**src/rtl/uart_alu_sequencer_pkg.sv**
```systemverilog
// -----------------------------------------------------------------------------
// uart_alu_sequencer_pkg
// Shared definitions for the UART/ALU sequencer and the ALU it drives:
//   - default widths for data bytes, opcodes and the inter-byte timeout counter
//   - one-hot sequencer state encoding
//   - opcode constants understood by the ALU
// -----------------------------------------------------------------------------
package uart_alu_sequencer_pkg;

  localparam int N_BITS_DATA_DEF    = 8;
  localparam int N_BITS_OP_DEF      = 6;
  localparam int N_BITS_TIMEOUT_DEF = 20;

  typedef enum logic [5:0] {
    WAIT_A  = 6'b000001,
    WAIT_B  = 6'b000010,
    WAIT_OP = 6'b000100,
    EXEC    = 6'b001000,
    SEND    = 6'b010000,
    WAIT_TX = 6'b100000
  } state_t;

  localparam logic [5:0] OP_ADD = 6'b100000;
  localparam logic [5:0] OP_SUB = 6'b100010;
  localparam logic [5:0] OP_AND = 6'b100100;
  localparam logic [5:0] OP_OR  = 6'b100101;
  localparam logic [5:0] OP_XOR = 6'b100110;
  localparam logic [5:0] OP_SRA = 6'b000011;
  localparam logic [5:0] OP_SRL = 6'b000010;
  localparam logic [5:0] OP_NOR = 6'b100111;

endpackage

```
**src/rtl/uart_alu_sequencer_timeout_counter.sv**
```systemverilog
// -----------------------------------------------------------------------------
// seq_timeout_counter
// Free-running up-counter that measures idle time between received bytes.
// Ports:
//   clock    in  system clock
//   reset    in  synchronous, active-high reset
//   clear    in  forces the count to zero (higher priority than enable)
//   enable   in  advance the count by one this cycle
//   terminal out count is all-ones
// -----------------------------------------------------------------------------
module seq_timeout_counter #(
  parameter int N_BITS = 20
) (
  input  logic clock,
  input  logic reset,
  input  logic clear,
  input  logic enable,
  output logic terminal
);

  logic [N_BITS-1:0] count;

  always_ff @(posedge clock) begin
    if (reset || clear) begin
      count <= '0;
    end else if (enable) begin
      count <= count + 1'b1;
    end
  end

  assign terminal = &count;

endmodule

```
**src/rtl/uart_alu_sequencer.sv**
```systemverilog
// -----------------------------------------------------------------------------
// uart_alu_sequencer
// Collects operand A, operand B and opcode bytes from a UART receiver, presents
// them as registered ALU inputs, captures the ALU result and hands it to the
// UART transmitter with a one-cycle start pulse, then waits for the transmitter
// to finish before accepting the next frame.
//
// Optional build macro SEQ_TIMEOUT_EN: abandons a partial frame (back to
// WAIT_A) when no byte arrives for 2**N_BITS_TIMEOUT-1 cycles in WAIT_B or
// WAIT_OP. Without it a partial frame waits indefinitely.
//
// Ports:
//   clock, reset     system clock; synchronous active-high reset
//   rx_done_tick     pulse: rx_data holds a new byte
//   rx_data          byte from the receiver
//   tx_done_tick     pulse: transmitter finished (honoured in WAIT_TX only)
//   tx_start         one-cycle transmit request
//   tx_data          byte to transmit, held until the next EXEC
//   alu_a/alu_b      registered operands
//   alu_op           registered opcode (low N_BITS_OP bits of the third byte)
//   alu_result       combinational ALU result
//   busy             high in EXEC, SEND, WAIT_TX
//   overrun          sticky: a byte arrived while busy and was dropped
// -----------------------------------------------------------------------------
module uart_alu_sequencer
  import uart_alu_sequencer_pkg::*;
#(
  parameter int N_BITS_DATA    = N_BITS_DATA_DEF,
  parameter int N_BITS_OP      = N_BITS_OP_DEF,
  parameter int N_BITS_TIMEOUT = N_BITS_TIMEOUT_DEF
) (
  input  logic                   clock,
  input  logic                   reset,
  input  logic                   rx_done_tick,
  input  logic [N_BITS_DATA-1:0] rx_data,
  input  logic                   tx_done_tick,
  output logic                   tx_start,
  output logic [N_BITS_DATA-1:0] tx_data,
  output logic [N_BITS_DATA-1:0] alu_a,
  output logic [N_BITS_DATA-1:0] alu_b,
  output logic [N_BITS_OP-1:0]   alu_op,
  input  logic [N_BITS_DATA-1:0] alu_result,
  output logic                   busy,
  output logic                   overrun
);

  state_t state;
  logic   timeout;

`ifdef SEQ_TIMEOUT_EN
  logic in_partial;
  logic accept;
  logic terminal;

  assign in_partial = (state == WAIT_B) || (state == WAIT_OP);
  assign accept     = rx_done_tick && ((state == WAIT_A) || in_partial);

  // Counter is held at zero outside WAIT_B/WAIT_OP, which covers the
  // "clear on entry to WAIT_A" case; an accepted byte always clears it.
  seq_timeout_counter #(
    .N_BITS (N_BITS_TIMEOUT)
  ) u_timeout (
    .clock    (clock),
    .reset    (reset),
    .clear    (accept || !in_partial || terminal),
    .enable   (in_partial),
    .terminal (terminal)
  );

  assign timeout = terminal && in_partial;
`else
  logic [N_BITS_TIMEOUT-1:0] unused_timeout_count;
  assign unused_timeout_count = '0;
  assign timeout              = 1'b0;
`endif

  // NOTE: all state and outputs are updated with non-blocking assignments so
  // every register samples the pre-edge values of its neighbours.
  always_ff @(posedge clock) begin
    if (reset) begin
      state    <= WAIT_A;
      tx_start <= 1'b0;
      tx_data  <= '0;
      alu_a    <= '0;
      alu_b    <= '0;
      alu_op   <= '0;
      busy     <= 1'b0;
      overrun  <= 1'b0;
    end else begin
      tx_start <= 1'b0;

      if (rx_done_tick && (state inside {EXEC, SEND, WAIT_TX})) begin
        overrun <= 1'b1;
      end

      // NOTE: the default arm recovers from any non-one-hot encoding and
      // keeps the decode fully specified.
      case (state)
        WAIT_A: begin
          if (rx_done_tick) begin
            alu_a <= rx_data;
            state <= WAIT_B;
          end
        end
        WAIT_B: begin
          // A byte arriving on the terminal count wins over the timeout.
          if (rx_done_tick) begin
            alu_b <= rx_data;
            state <= WAIT_OP;
          end else if (timeout) begin
            state <= WAIT_A;
          end
        end
        WAIT_OP: begin
          if (rx_done_tick) begin
            alu_op <= rx_data[N_BITS_OP-1:0];
            state  <= EXEC;
            busy   <= 1'b1;
          end else if (timeout) begin
            state <= WAIT_A;
          end
        end
        EXEC: begin
          tx_data  <= alu_result;
          tx_start <= 1'b1;
          state    <= SEND;
        end
        SEND: begin
          state <= WAIT_TX;
        end
        WAIT_TX: begin
          if (tx_done_tick) begin
            state <= WAIT_A;
            busy  <= 1'b0;
          end
        end
        default: begin
          state <= WAIT_A;
          busy  <= 1'b0;
        end
      endcase
    end
  end

endmodule

```
**config.mk**
```make
export PLATFORM = sky130hd
export DESIGN_NAME = uart_alu_sequencer
export DESIGN_NICKNAME = d
export VERILOG_FILES = /design/src/rtl/uart_alu_sequencer_pkg.sv /design/src/rtl/uart_alu_sequencer_timeout_counter.sv /design/src/rtl/uart_alu_sequencer.sv
export SDC_FILE = /design/constraint.sdc
export NUM_CORES = 1
export LEC_CHECK = 0
export BUFFER_PORTS_ARGS = -buffer_cell sky130_fd_sc_hd__buf_2
export CORE_MARGIN = 8
export CORE_UTILIZATION = 48
export DETAILED_ROUTE_END_ITERATION = 8
export PLACE_DENSITY = 0.77
export SYNTH_ARGS = -nofsm -noshare
export SYNTH_HDL_FRONTEND = slang
export SYNTH_HIERARCHICAL = 1
export SYNTH_SLANG_ARGS = --single-unit
```
**constraint.sdc**
```tcl
create_clock -name clock -period 1.95 [get_ports clock]
set_clock_uncertainty 0.2 [all_clocks]
set_input_delay 0.39 -clock clock [delete_from_list [all_inputs] [get_ports clock]]
set_output_delay 0.39 -clock clock [all_outputs]
set_load 0.005 [all_outputs]
```
==> summary.md <==
| Metric | Value |
|---|---|
| Detailed Route Iter0 Violations | 45 |
| Met1 usage | 15.43% |
| Mapped Nets | around 170 |
| Layout cells sized above 1 | 34.31% |
| All-Layer GR Usage | 14.45% |
| # diodes | 0 |
| Global-route wire length before repair | 5975 um |
| Vias per inst | 5.081 |
| Hold WS | approximately 0.084 ns |
| Commonest non-fill, non-tap cell in the layout | buf_2 |
| Residual DRC | 0 |
| Multi-input logic area | 693.2 sq um |
| Routed Antenna Nets | 0 |
| Final WL | 3561 um |
| Seq/Total Area, Yosys | between 50% and 60% |
| CTS tree | yes |
| Resized cells post-CTS | 0 |
| Routability congestion estimate | 0.7811 |
| Met2 usage | 24.57% |
| Mapped Area | 1520 sq um |
| Setup violations, final | 0 |
| PwrDens | 737.2 nW/um^2 |
| Leak pwr | 0.9819 nW |
| Startpoint types | flop |
| Final hold violations | 0 |
| Cts hold-fix bufs | 0 |
| Yosys reg bits | 39 |
| Synth-to-layout area growth | 24.86% |
| Slew @ Worst Pin | 0.3785 ns |
| Detailed placement HPWL | 2771 um |
| Met3 Usage GRT | 4.959% |
| Max-cap violations | 0 |
| Total setup buffers inserted after CTS | 0 |
| DIE HEIGHT | approximately 72 um |
| Unique masters post-synth | 30 |
| Fill cell count | ~270 |
| Slew Limit Fails | 0 |
| # rows | 20 |
| Via Count | around 1.3k |
| Total power | 0.001399 W |
| Synth warnings | 6 |
| Crit-path max FO | 8 |
| Die area | about 5200 sq um |
| Worst EP arrival | 1.84 ns |
| Most frequent cells in the layout | buf_2, dfxtp_1, nor2_1, mux2i_1, buf_4 |
| Path type of the worst setup path | reg -> reg |
| RSZ-0062 raised after global routing | no |
| Vias in the first global route | 1,325 |
| Syn Inst Count | between 100 and 150 |
| Worst-skew pair later-pin latency | 0.34 ns |
| DR WL/cell | about 14 um |
| Relative slew slack | 74.68% |
| IO buf count | 52 |
| Status | complete, no violations |
| Gr busiest metal | met2 |
| TritonCTS buffer count | 5 |
| Peak supply drop | around 0.00045 V |
| Initial antenna violation count | 0 |
| DR pass1 iterations | 4 |
| Hold WC Path Type | in -> reg |
| Final TNS setup | 0 ns |
| Clock Path Buffers | 2 |
| Die outline width | 72.28 um |
| F_max | 552.3 MHz |
| Avg Cell Area, Syn | slightly above 10 sq um |
| Nets | 224 |
| Initial core utilization | 50.21% |
| H-Tree Depth | 2 |
| Root buffer cell | clkbuf_4 |
| Crit. End Element | flop |
| CORE AREA | 3028 sq um |
| Required time of the critical path | 1.97 ns |
| Finished Layout Cells | 248 |
| CTS clk-pin slew, worst paths | 0.11 ns |
| Period utilisation layout | 92.85% |
| Dpl cells | around 240 |
| Total gr overflow | 0 |
| Reg area | 780.7 sq um |
| Pin count of the biggest net entering global routing | 21 |
| Crit path time final | 1.811 ns |
| IO Count | 53 |
| # clock sinks | 39 |
-- final cells by class --
type                            count  share of cell area, %
Clock buffer                        6                  2.703
Clock inverter                      1                 0.2637
Inverter                            2                 0.3955
Multi-Input combinational cell     98                  36.52
Sequential cell                    39                  41.13
Tap cell                           44                  2.900
Timing Repair Buffer               58                  16.08
-- critical path, cell delays in order (launching register included) --
cell and delay (ns):
dfxtp_1 0.41, or4_1 0.43, buf_4 0.19, nor2_8 0.20
mux2i_1 0.21, nor2_1 0.05
-- sequential cells by signal (all words and copies together), names as in the netlist --
register,flops
state,6
alu_op,6
busy,1
tx_data,8
alu_b,8
tx_start,1
alu_a,8
overrun,1
-- through the flow --
| step | area, sq um | setup WS, ns | util, % |
|---|---|---|---|
| detailed placement | 1842 | 0.1451 | 60.83 |
| finish | 1898 | 0.1395 | 62.69 |
| global route | 1898 | 0.03589 | 62.69 |
| global placement | 1842 | 0.1738 | 60.83 |
| floorplan | 1520 | 0.2034 | - |
| CTS | 1898 | 0.1305 | 62.69 |
-- worst paths after layout --
| kind | slack [ns] | endpoint | cells past startpoint | start |
|---|---|---|---|---|
| setup / recovery | 0.14 | alu_b[1] | 5 | state[0] |
| hold / removal | 0.08 | tx_data[1] | 3 | alu_result[1] |
| hold reg to reg | 0.28 | busy | 1 | busy |
| setup reg to reg | 0.14 | alu_b[1] | 5 | state[0] |
-- layer usage --
metal	wire length [um]	part of all wire (%)	vias to the layer above
li1	-	-	613
met1	1476	41	606
met2	1811	51	34
met3	206	5.8	7
met4	66	1.9	0
met5	0	0	-
-- report_power, final --
group	total [W]	switching [W]	internal [W]	leakage [nW]
sequential	0.000836	0.0000191	0.000817	0.316
combinational	0.000151	0.0000823	0.0000684	0.632
clock	0.000412	0.000245	0.000167	0.0341
total	0.00140	0.000347	0.00105	0.982
-- Yosys cell counts, drive strengths merged --
cell type	n	area, sq um
mux2	1	11.26
o211ai	2	15.01
nor2b	1	6.260
a211oi	2	15.01
xor2	3	26.28
nand2	2	7.510
nor2	38	175.2
or3b	1	8.760
buf	2	16.26
clkbuf	6	22.52
dfxtp	39	780.8
nand4	2	18.77
o311ai	1	8.760
or3	1	6.260
o21ai	1	5.000
nor3	3	20.02
inv	2	7.510
or4	1	7.510
nor3b	1	7.510
nand3	2	10.01
mux2i	30	300.3
a31o	1	8.760
a21oi	1	5.000
a41oi	1	8.760
nand3b	2	15.01
nand2b	1	6.260
-- cell families (layout without fill, tap and decap cells) --
| logic type | after synthesis | after routing | synth area share [%] |
|---|---|---|---|
| and+or+nand+nor | 55 | 55 | 19.01 |
| AOI/OAI and AO/OA | 9 | 9 | 4.361 |
| buffers and inverters | 10 | 67 | 3.045 |
| muxes | 31 | 31 | 20.49 |
| DFF | 39 | 39 | 51.36 |
| xor gates and xnor gates | 3 | 3 | 1.729 |
Note: power is estimated with default switching activity, not from simulation.
